### src/rtl/alu_serial_ctrl_if.sv
// alu_serial_ctrl_if: groups the datapath request/response and the 1-bit
// slice signals of alu_serial_ctrl.
//   master : controller view. Receives start/operands/op and the slice
//            results; drives status, result, flags and the slice operands.
//   slave  : environment view (datapath plus the external slice).
// The controller is the initiator on the slice side, so it takes the master
// modport.
interface alu_serial_ctrl_if #(
  parameter int WIDTH = 64
);
  // datapath request
  logic             start;
  logic [WIDTH-1:0] a_in;
  logic [WIDTH-1:0] b_in;
  logic [3:0]       alu_op;
  // datapath response
  logic             busy;
  logic             done;
  logic [WIDTH-1:0] result;
  logic             carry_out;
  logic             overflow;
  logic             zero;
  logic             op_error;
  // slice side
  logic             slice_a;
  logic             slice_b;
  logic             slice_carry_in;
  logic [3:0]       slice_alu_op;
  logic             slice_result;
  logic             slice_carry_out;

  modport master (
    input  start, a_in, b_in, alu_op, slice_result, slice_carry_out,
    output busy, done, result, carry_out, overflow, zero, op_error,
           slice_a, slice_b, slice_carry_in, slice_alu_op
  );

  modport slave (
    output start, a_in, b_in, alu_op, slice_result, slice_carry_out,
    input  busy, done, result, carry_out, overflow, zero, op_error,
           slice_a, slice_b, slice_carry_in, slice_alu_op
  );
endinterface

### src/rtl/alu_serial_ctrl.sv
// alu_serial_ctrl: bit-serial sequencer that runs a WIDTH-bit AND/OR/ADD
// (with optional A invert / B negate) through one external 1-bit ALU slice,
// LSB first, chaining the slice carry-out back into the next carry-in.
// Ports:
//   clk   : clock, all state changes on the rising edge
//   reset : synchronous, active-high
//   bus   : alu_serial_ctrl_if.master (datapath request/response + slice)
// Timing: accepted start -> done pulse WIDTH+1 cycles later (RUN is WIDTH
// cycles, then a one-cycle DONE). Illegal op goes straight to DONE.
module alu_serial_ctrl #(
  parameter int WIDTH = 64
) (
  input  logic                clk,
  input  logic                reset,
  alu_serial_ctrl_if.master   bus
);
  localparam int CW = (WIDTH > 1) ? $clog2(WIDTH) : 1;

  typedef enum logic [1:0] {S_IDLE, S_RUN, S_DONE} state_e;

  state_e           state_q, state_d;
  logic [WIDTH-1:0] a_q, b_q;     // operand shift registers, bit 0 = current bit
  logic [3:0]       op_q;
  logic [CW-1:0]    idx_q;
  logic             cy_q;         // carry into the current bit
  logic [WIDTH-1:0] res_q;
  logic             cout_q, ovf_q, err_q;

  logic last_bit, illegal_in, is_add;

  assign last_bit   = (idx_q == CW'(WIDTH-1));
  assign illegal_in = (bus.alu_op[1:0] == 2'b11);
  assign is_add     = (op_q[1:0] == 2'b10);

  // state register
  always_ff @(posedge clk) begin
    if (reset) state_q <= S_IDLE;
    else       state_q <= state_d;
  end

  // next state
  always_comb begin
    state_d = state_q;
    case (state_q)
      S_IDLE: if (bus.start) state_d = illegal_in ? S_DONE : S_RUN;
      S_RUN:  if (last_bit)  state_d = S_DONE;
      S_DONE: state_d = S_IDLE;
      default: state_d = S_IDLE;
    endcase
  end

  // datapath
  always_ff @(posedge clk) begin
    if (reset) begin
      a_q    <= '0;
      b_q    <= '0;
      op_q   <= '0;
      idx_q  <= '0;
      cy_q   <= 1'b0;
      res_q  <= '0;
      cout_q <= 1'b0;
      ovf_q  <= 1'b0;
      err_q  <= 1'b0;
    end else begin
      case (state_q)
        S_IDLE: begin
          if (bus.start) begin
            res_q  <= '0;
            cout_q <= 1'b0;
            ovf_q  <= 1'b0;
            if (illegal_in) begin
              // An illegal op never reaches the slice, so the slice-facing
              // registers keep their previous values.
              err_q <= 1'b1;
            end else begin
              err_q <= 1'b0;
              a_q   <= bus.a_in;
              b_q   <= bus.b_in;
              op_q  <= bus.alu_op;
              idx_q <= '0;
              cy_q  <= bus.alu_op[2];  // Bnegate supplies the +1 of two's complement
            end
          end
        end
        S_RUN: begin
          res_q[idx_q] <= bus.slice_result;
          if (last_bit) begin
            // cy_q is the carry into the MSB here; operands and carry are not
            // advanced so the slice outputs hold their last-bit values.
            cout_q <= is_add & bus.slice_carry_out;
            ovf_q  <= is_add & (cy_q ^ bus.slice_carry_out);
          end else begin
            idx_q <= idx_q + 1'b1;
            a_q   <= a_q >> 1;
            b_q   <= b_q >> 1;
            if (is_add) cy_q <= bus.slice_carry_out;
          end
        end
        default: ;
      endcase
    end
  end

  assign bus.busy           = (state_q != S_IDLE);
  assign bus.done           = (state_q == S_DONE);
  assign bus.result         = res_q;
  assign bus.carry_out      = cout_q;
  assign bus.overflow       = ovf_q;
  assign bus.zero           = (res_q == '0);
  assign bus.op_error       = err_q;
  assign bus.slice_a        = a_q[0];
  assign bus.slice_b        = b_q[0];
  assign bus.slice_carry_in = cy_q;
  assign bus.slice_alu_op   = op_q;
endmodule
### src/flat_wrapper.sv
// flat-port wrapper written by rule: the top's interface ports become plain ports
module alu_serial_ctrl_flat 
#(
  parameter int WIDTH = 64
)
  (clk, reset, bus_start, bus_a_in, bus_b_in, bus_alu_op, bus_slice_result, bus_slice_carry_out, bus_busy, bus_done, bus_result, bus_carry_out, bus_overflow, bus_zero, bus_op_error, bus_slice_a, bus_slice_b, bus_slice_carry_in, bus_slice_alu_op);
  alu_serial_ctrl_if #(.WIDTH(WIDTH)) bus_i ();
  input  logic clk;
  input  logic reset;
  input wire logic [$bits(bus_i.start)-1:0] bus_start;
  input wire logic [$bits(bus_i.a_in)-1:0] bus_a_in;
  input wire logic [$bits(bus_i.b_in)-1:0] bus_b_in;
  input wire logic [$bits(bus_i.alu_op)-1:0] bus_alu_op;
  input wire logic [$bits(bus_i.slice_result)-1:0] bus_slice_result;
  input wire logic [$bits(bus_i.slice_carry_out)-1:0] bus_slice_carry_out;
  output wire logic [$bits(bus_i.busy)-1:0] bus_busy;
  output wire logic [$bits(bus_i.done)-1:0] bus_done;
  output wire logic [$bits(bus_i.result)-1:0] bus_result;
  output wire logic [$bits(bus_i.carry_out)-1:0] bus_carry_out;
  output wire logic [$bits(bus_i.overflow)-1:0] bus_overflow;
  output wire logic [$bits(bus_i.zero)-1:0] bus_zero;
  output wire logic [$bits(bus_i.op_error)-1:0] bus_op_error;
  output wire logic [$bits(bus_i.slice_a)-1:0] bus_slice_a;
  output wire logic [$bits(bus_i.slice_b)-1:0] bus_slice_b;
  output wire logic [$bits(bus_i.slice_carry_in)-1:0] bus_slice_carry_in;
  output wire logic [$bits(bus_i.slice_alu_op)-1:0] bus_slice_alu_op;
  assign bus_i.start = bus_start;
  assign bus_i.a_in = bus_a_in;
  assign bus_i.b_in = bus_b_in;
  assign bus_i.alu_op = bus_alu_op;
  assign bus_i.slice_result = bus_slice_result;
  assign bus_i.slice_carry_out = bus_slice_carry_out;
  assign bus_busy = bus_i.busy;
  assign bus_done = bus_i.done;
  assign bus_result = bus_i.result;
  assign bus_carry_out = bus_i.carry_out;
  assign bus_overflow = bus_i.overflow;
  assign bus_zero = bus_i.zero;
  assign bus_op_error = bus_i.op_error;
  assign bus_slice_a = bus_i.slice_a;
  assign bus_slice_b = bus_i.slice_b;
  assign bus_slice_carry_in = bus_i.slice_carry_in;
  assign bus_slice_alu_op = bus_i.slice_alu_op;
  alu_serial_ctrl #(.WIDTH(WIDTH)) u_core (.clk(clk), .reset(reset), .bus(bus_i));
endmodule
### config.mk
export PLATFORM = sky130hd
export DESIGN_NAME = alu_serial_ctrl_flat
export DESIGN_NICKNAME = d
export VERILOG_FILES = /design/src/rtl/alu_serial_ctrl_if.sv /design/src/rtl/alu_serial_ctrl.sv /design/src/flat_wrapper.sv
export SDC_FILE = /design/constraint.sdc
export NUM_CORES = 1
export LEC_CHECK = 0
export ABC_AREA = 1
export BUFFER_PORTS_ARGS = -buffer_cell sky130_fd_sc_hd__buf_2
export CAP_MARGIN = 20
export CORE_ASPECT_RATIO = 1.1
export CORE_MARGIN = 4
export CORE_UTILIZATION = 30
export CTS_BUF_LIST = sky130_fd_sc_hd__clkbuf_4 sky130_fd_sc_hd__clkbuf_8
export DETAILED_ROUTE_END_ITERATION = 16
export GPL_TIMING_DRIVEN = 0
export PLACE_DENSITY = 0.61
export SYNTH_ARGS = -nofsm -noshare
export SYNTH_HDL_FRONTEND = slang
export SYNTH_SLANG_ARGS = --single-unit
### constraint.sdc
create_clock -name clk -period 2.61 [get_ports clk]
set_clock_uncertainty 0.2 [all_clocks]
set_input_delay 0.1305 -clock clk [delete_from_list [all_inputs] [get_ports clk]]
set_output_delay 0.1305 -clock clk [all_outputs]
set_load 0.02 [all_outputs]
After elaboration in Yosys (flattened, before gate mapping)
Cells that the tools add are included.
{ "word_totals": {"word_cells": 71, "ff_bits": 208} }
{ "classes": {"bitwise": 4, "n_reduce_logical": 12, "addsub": 1, "eq_ne": 10, "muxes": 32, "n_lt_le_gt_ge": 2} }
{ "ops": {"columns": ["operator", "n"], "rows": [
  ["64-bit two-way mux", 7],
  ["64-bit one-hot mux with 2 select lines", 3],
  ["64-bit bitwise mux", 1],
  ["64-bit logical NOT", 1],
  ["6-bit two-way mux", 3],
  ["6-bit one-hot mux with 2 select lines", 1],
  ["1-bit two-way mux", 9],
  ["6-bit by 7-bit less-than comparator with 1-bit output (second input constant)", 1],
  ["6-bit by 1-bit adder with 6-bit output (second input constant)", 1],
  ["1-bit demux with 6-bit select", 1],
  ["2-bit equality test (second input constant)", 3],
  ["6-bit equality test (second input constant)", 1],
  ["6-bit by 1-bit >= comparator with 1-bit output (second input constant)", 1],
  ["2-bit two-way mux", 3],
  ["2-bit != test (second input constant)", 3],
  ["1-bit one-hot mux with 2 select lines", 3],
  ["2-bit AND reduction", 3],
  ["3-bit AND reduction", 2],
  ["5-bit AND reduction", 1],
  ["2-bit by 1-bit != test with 1-bit output (second input constant)", 2],
  ["2-bit one-hot mux with 2 select lines", 1],
  ["4-bit AND reduction", 1],
  ["2-bit nonzero test", 2],
  ["1-bit AND", 2],
  ["other kinds (5)", 5]
]} }

Depth between registers and ports, before layout
Gate-level depths: netlist of run 1.
{ "logic_depth": {"word_depth": 6, "ltp_mapped": 10, "depth_no_buf": 9} }

Worst setup path before layout of run 1
No wires, ideal clock.
{ "synth_timing": {"path_type": "register -> register", "from": "reg u_core.state_q[0]", "to": "reg u_core.b_q[21]", "t_arrival_ps": 1377, "required_ps": 2294, "synth_period_minus_slack_ps": 1692, "stages_incl_launch_ff": 10, "path_slack_ps": 918, "n_path_buf": 2, "path_cell_list": "dfxtp_1 inv_2 nand2_1 inv_1 nand3_1 nand2_1 buf_6 buf_2 nor2_1 nor2_1"} }
{ "synth_between": {"elab_chain_len": 3, "elab_cells_between_ends": 8} }
{ "synth_lines": {"columns": ["item", "line", "rtl"], "rows": [
  ["from (decl)", "alu_serial_ctrl.sv:21", "state_e state_q, state_d;"],
  ["from (signal assigned)", "alu_serial_ctrl.sv:38", "else state_q <= state_d;"],
  ["2-bit by 1-bit equality test with 1-bit output / 2-bit logical NOT (equally long branches)", "alu_serial_ctrl.sv:65", "case (state_q)"],
  ["2-bit != test (no source line) / 2-bit nonzero test (equally long branches)", null, null],
  ["4-bit AND reduction (no source line)", null, null],
  ["to (signal assigned)", "alu_serial_ctrl.sv:78", "b_q <= bus.b_in;"],
  ["to (signal assigned)", "alu_serial_ctrl.sv:95", "b_q <= b_q >> 1;"],
  ["to (decl)", "alu_serial_ctrl.sv:22", "logic [WIDTH-1:0] a_q, b_q;"]
]} }
Parallel ways exist; a longest one is shown, timed or not.
A chain may end at the register's enable or synchronous reset.

Worst setup path after layout of run 1
{ "layout_timing": {"from": "reg u_core.state_q[1]", "to": "reg u_core.op_q[0] (netlist: u_core.bus.slice_alu_op[0])"} }
{ "layout_between": {"elab_chain_len": 2} }
{ "layout_lines": {"columns": ["item", "line", "rtl"], "rows": [
  ["2-bit logical NOT", "alu_serial_ctrl.sv:65", null],
  ["3-bit AND reduction (no source line)", null, null],
  ["to (signal assigned)", "alu_serial_ctrl.sv:79", "op_q <= bus.alu_op;"],
  ["to (decl)", "alu_serial_ctrl.sv:23", "logic [3:0] op_q;"]
]} }
No other way between the ends.

==> results.toml, run 1 <==
[global_route]
use_met3 = 0.0451
antenna_found_initial = 1
gr-total-overflow = 0
grt.busiest_layer = "met2"
grt.total_usage = 0.183
grt_pass1_vias = 11000
grt_max_degree = 11
grt_pass1_wl_mm = 55.5
globalRouteMet1Util = 0.232
grt_use_met2 = 0.306

[floorplan]
design.die.area_um2 = 36700
core_area_um2 = 33300
die_y_um = 200
die_x_um = 183
start_util = 0.304
fp-row-count = 70
ios = 214

[finish]
finish.utilization = 0.417
drive_gt1_frac = 0.183
area_growth_pct = 37.4
final_nets = 2142

[place]
post-place-ws_ns = 0.524
place.gp.congestion = 0.915
hpwl_mm = 24.3
numPortBuffers = 212

[route]
firstDrtPassIters = 5
ant_nets = 0
vias = 11500
wl_per_cell_um = 14.5
drc = 0
wl_mm = 35.6
first_iter_violations = 698
avgViaCountPerCell = 4.66

[min_path]
worstHoldStart = "reset"
min_path_cells = 3
hold_class = "input pin to flop"
whs_endpoint = "u_core.bus.result[41]"

[cts]
cts.path.max_buffers = 3
postCtsSetupRepairBufs = 0
clk_latency_ns = 0.53
cts_inserted_buffers = 42
cts_sinks = 208
cts.clk_slew.worst_paths_ns = 0.06
cts_tree = "built"
cts_root_buf = "clkbuf_8"
cts_htree_levels = 2

[yosys]
yosysWarnings = 0
syn_nets = 1748
syn_avg_cell_area_um2 = 6.28
seq_area_frac_synth = 0.412
syn_inst = 1610
synth_cell_types = 29
ys_seq_elements = 208
syn-cell-area_um2 = 10100

[timing]
setup_tns_ns = 0
final.setup.worst_slack_ns = 0.402
fmax_mhz = 453
setup_viol = 0
hold_viol = 0
rsz0062_at_grt = "no"
fin_crit_ns = 2.21
worstMarginPinSlew_ns = 0.660
finalMaxSlewViolations = 0
relSlewSlack = 0.560
period_share = 0.846

[critical_path]
reg2reg_depth = 8
end_kind = "flop"
r2r_end = "u_core.bus.slice_alu_op[0]"
crit_chain = "inv_2 > nand2_1 > inv_1 > nand2_1 > buf_2 > o21ai_0 > a21oi_1 > dlygate4sd3_1"
max_stage_delay_ns = 0.55
r2r-start = "u_core.state_q[1]"
path_buf_inv = 4
crit_arrival_ns = 2.48
cp.required_ns = 2.89
critPathLaunchType = "flop"
path_class = "flop to flop"
critical-path-top-delay-family = "buffers and inverters"
r2r_slack_ns = 0.40
cpMostUsedCell = "nand2_1"
cpMaxStageDelayCell = "dlygate4sd3_1"
cp_max_fo = 10

[outcome]
status = "finished clean"

[pwr]
p_per_area_nw_per_um2 = 612
ir_drop_uv = 272
p_leak_nw = 6.59

[run]
max-cap-violations = 0
## cell usage after synthesis
cell | instances | area share
nor3_1 | 3 | 0.0015
clkinv_1 | 1 | 0.00037
nand3_2 | 1 | 0.00099
buf_2 | 66 | 0.033
nor2_4 | 1 | 0.0011
nand2_1 | 611 | 0.23
clkbuf_1 | 33 | 0.012
ha_1 | 1 | 0.0012
nor2_8 | 1 | 0.0020
nor2_2 | 2 | 0.0012
a22oi_1 | 7 | 0.0052
buf_8 | 1 | 0.0015
nor2_1 | 332 | 0.12
buf_4 | 5 | 0.0037
inv_1 | 19 | 0.0071
o31ai_1 | 7 | 0.0052
buf_6 | 8 | 0.0089
dfxtp_1 | 208 | 0.41
nand4_1 | 8 | 0.0050
nand3_1 | 61 | 0.030
a21oi_1 | 70 | 0.035
nand2_2 | 1 | 0.00062
nand3_4 | 1 | 0.0017
o21ai_0 | 113 | 0.056
o21ai_1 | 42 | 0.021
nand2_4 | 1 | 0.0011
nor4_1 | 1 | 0.00062
inv_2 | 4 | 0.0015
buf_1 | 1 | 0.00037
## worst min-delay path, delay by kind of cell
kind | cells | cell delay [ns]
buffers and inverters | 2 | 0.54
AO/OA/AOI/OAI | 1 | 0.16
## per-layer routing
| layer | part of all wire | up-vias | routed length (um) |
|---|---|---|---|
| met1 | 0.43 | 5134 | 15500 |
| met2 | 0.45 | 361 | 16200 |
| met5 | 0 | - | 0 |
| met3 | 0.078 | 81 | 2760 |
| li1 | - | 5887 | - |
| met4 | 0.033 | 0 | 1180 |
## how the worst max path moves through the flow
| stage | cells after the start | to | start |
|---|---|---|---|
| final | 8 | u_core.bus.slice_alu_op[0] | u_core.state_q[1] |
| after floorplan | 9 | u_core.b_q[21] | u_core.state_q[0] |
| after global routing | 8 | u_core.bus.slice_alu_op[0] | u_core.state_q[1] |
| after detailed placement | 9 | u_core.bus.result[54] | u_core.idx_q[1] |
| after CTS | 8 | u_core.bus.slice_alu_op[0] | u_core.state_q[1] |
| after global placement | 9 | u_core.bus.result[54] | u_core.idx_q[2] |
## state kept, by name, summed over array words and instances, names as in the netlist
name and flops:
u_core.bus.result 64, u_core.bus.overflow 1, u_core.a_q 64, u_core.bus.slice_carry_in 1, u_core.idx_q 6, u_core.bus.carry_out 1, u_core.b_q 64, u_core.bus.op_error 1
u_core.bus.slice_alu_op 4, u_core.state_q 2
## per-stage QoR
step | hold slack, ns | instance area, um2 | std cells | total power, mW
3_5_place_dp | 0.194 | 11700 | 2254 | 5.17
6_report | 0.157 | 13900 | 2462 | 8.49
4_1_cts | 0.108 | 13900 | 2458 | 8.59
5_1_grt | 0.155 | 13900 | 2458 | 8.99
2_1_floorplan | 0.0791 | 10100 | 1610 | 4.69
3_3_place_gp | 0.182 | 11700 | 2254 | 5.14
## what timing repair did
| item | CTS | global route |
|---|---|---|
| hold endpoints to repair | 143 | 0 |
| resized for setup | 0 | 0 |
| hold buffers | 138 | 0 |
## where the power goes
group	internal [mW]	switching, mW	total, mW
sequential	3.45	0.131	3.58
clock	1.83	1.37	3.20
combinational	0.680	1.03	1.71
## layout by cell type, fill, tap and decap left out, types with 19 or more instances in the layout
cell / instances
a21oi_1: 70
buf_2: 278
clkbuf_1: 33
clkbuf_8: 47
dfxtp_1: 208
dlygate4sd3_1: 138
inv_1: 19
nand2_1: 611
nand3_1: 61
nor2_1: 332
o21ai_0: 113
o21ai_1: 42
## cell type report
class / instances / area (um2)
Tap cell: 432 / 541
Fill cell: 3508 / 19400
Sequential cell: 208 / 4160
Inverter: 24 / 90.1
Buffer: 114 / 601
Antenna cell: 4 / 10.0
Clock inverter: 4 / 22.5
Multi-Input combinational cell: 1264 / 5250
Clock buffer: 62 / 759
Timing Repair Buffer: 350 / 2440
## cells by family (layout without fill, tap and decap cells)
kind of cell	count (synthesis)	count (layout)	share of synthesized area
AND/OR/NAND/NOR	1024	1024	0.396
adder cells (fa/ha/maj)	1	1	0.00124
flip-flops	208	208	0.412
other	0	4	0
buffers and inverters	138	554	0.0684
AO/OA/AOI/OAI	239	239	0.122
Note: power is estimated with default switching activity, not from simulation.
==> inputs of run 2 (changes only) <==
--- a/config.mk
+++ b/config.mk
@@ -14,7 +14,7 @@
 export CTS_BUF_LIST = sky130_fd_sc_hd__clkbuf_4 sky130_fd_sc_hd__clkbuf_8
 export DETAILED_ROUTE_END_ITERATION = 16
 export GPL_TIMING_DRIVEN = 0
-export PLACE_DENSITY = 0.61
+export PLACE_DENSITY = 0.63
 export SYNTH_ARGS = -nofsm -noshare
 export SYNTH_HDL_FRONTEND = slang
 export SYNTH_SLANG_ARGS = --single-unit
==> constraint.sdc (replaced) <==
create_clock -name clk -period 2 [get_ports clk]
set_clock_uncertainty 0.2 [all_clocks]
set_input_delay 0.1 -clock clk [delete_from_list [all_inputs] [get_ports clk]]
set_output_delay 0.1 -clock clk [all_outputs]
set_load 0.02 [all_outputs]
==> results.toml, run 2 (same netlist as run 1, synthesis figures left out) <==
[critical_path]
cpMaxStageDelayCell = "dfxtp_1"
crit_arrival_ns = 1.63
max_stage_delay_ns = 0.33
end_kind = "primary output"
crit_chain = "nor2_1 > nand4_1 > nor2_2 > nand2_1 > nor2_1 > buf_4"
cp_max_fo = 3
path_class = "flop to primary output"
cp.required_ns = 1.70
critPathLaunchType = "flop"
cpMostUsedCell = "nor2_1"

[finish]
mostFrequentLayoutCell = "nand2_1"
seq_area_um2 = 4170
multiInputGateArea_um2 = 5310
final_nets = 2140
finish.utilization = 0.424
final_cells = 2462
area_growth_pct = 39.6
nFillCells = 3489
final_cell_mix = "nand2_1 (610), nor2_1 (322), buf_2 (263), dfxtp_1 (205), dlygate4sd3_1 (136)"
drive_gt1_frac = 0.197

[cts]
cts_inserted_buffers = 38
cts_tree = "built"
cts_sinks = 208
cts_root_buf = "clkbuf_8"
cts.clk_slew.worst_paths_ns = 0.06
cts_htree_levels = 2
cts.path.max_buffers = 3
clk_latency_ns = 0.53

[floorplan]
fp-row-count = 70
design.die.area_um2 = 36700
start_util = 0.304
die_x_um = 183
die_y_um = 200
ios = 214
core_area_um2 = 33300

[route]
vias = 11500
drc = 0
ant_nets = 0
wl_mm = 35.3
avgViaCountPerCell = 4.68
wl_per_cell_um = 14.4
firstDrtPassIters = 6
first_iter_violations = 640

[timing]
period_share = 0.966
setup_viol = 0
timing.hold.ws_ns = 0.120
finalMaxSlewViolations = 0
worstMarginPinSlew_ns = 0.576
rsz0062_at_grt = "yes"
hold_viol = 0
fin_crit_ns = 1.93
setup_tns_ns = 0
relSlewSlack = 0.616
fmax_mhz = 517

[pwr]
total_power_mw = 11.5
p_per_area_nw_per_um2 = 818
ir_drop_uv = 382
p_leak_nw = 6.66

[place]
dpl.cell_count = 2254
place.gp.congestion = 0.898
numPortBuffers = 212
hpwl_mm = 24.3

[min_path]
hold_class = "input pin to flop"

[global_route]
grt_pass1_wl_mm = 55.7
grt.total_usage = 0.183
antenna_found_initial = 2
grt_max_degree = 11
grt_pass1_vias = 10900
gr-total-overflow = 0

[outcome]
status = "finished clean"

[run]
max-cap-violations = 0
run 2: cell types whose count changed in the layout (fill, tap and decap cells not counted), sizes merged:
cell	previous run	this run
buf	293	289
clkbuf	95	99
bufinv	0	3
diode	4	1
clkinvlp	1	3
dlygate4sd3	138	136
run 2: what timing repair did:
action / in CTS / in global routing
resized for setup: 8 / 44
buffers inserted: 0 / 4
endpoints found under the hold margin: 149 / 0
pin swaps: 0 / 5
cloned: 0 / 1
hold buffers: 136 / 0
setup endpoints to repair: 49 / 166
run 2: layer usage:
layer,global-route usage,part of all wire
met5,0,0.00023
met3,0.0462,0.081
met4,0.0498,0.027
met2,0.303,0.46
met1,0.236,0.43
run 2: worst paths after layout:
check | start | endpoint | slack [ns] | depth (start not counted)
worst max-delay path | u_core.bus.result[63] | bus_zero | 0.07 | 6
worst min-delay path | reset | u_core.bus.result[41] | 0.12 | 3
worst max register to register | u_core.idx_q[1] | u_core.bus.result[40] | 0.08 | 10
worst min register to register | u_core.bus.op_error | u_core.bus.op_error | 0.24 | 2
run 2: critical path, delay by kind of cell, from the launching register on:
family                 cells  cell delay, ns
buffers and inverters      1            0.14
DFF                        1            0.33
and+or+nand+nor            5            0.64
run 2: final cells by class:
cell class / instances / area share
Multi-Input combinational cell: 1264 / 0.376
Timing Repair inverter: 1 / 0.000355
Inverter: 24 / 0.00683
Antenna cell: 1 / 0.000177
Buffer: 113 / 0.0464
Sequential cell: 208 / 0.295
Clock inverter: 8 / 0.00834
Clock buffer: 59 / 0.0540
Timing Repair Buffer: 352 / 0.174
Tap cell: 432 / 0.0383
run 2: power breakdown:
part | internal (mW) | leakage (nW) | switching, mW
logic | 0.909 | 4.49 | 1.33
clock network | 2.81 | 0.462 | 1.83
registers | 4.50 | 1.71 | 0.172
run 2: per-stage QoR:
stage               instance area (um2)  setup WS [ns]
floorplan                         10100          0.308
global placement                  11700        -0.0480
detailed placement                11700        -0.0774
CTS                               14000        0.00643
global route                      14100        -0.0381
finish                            14100         0.0674
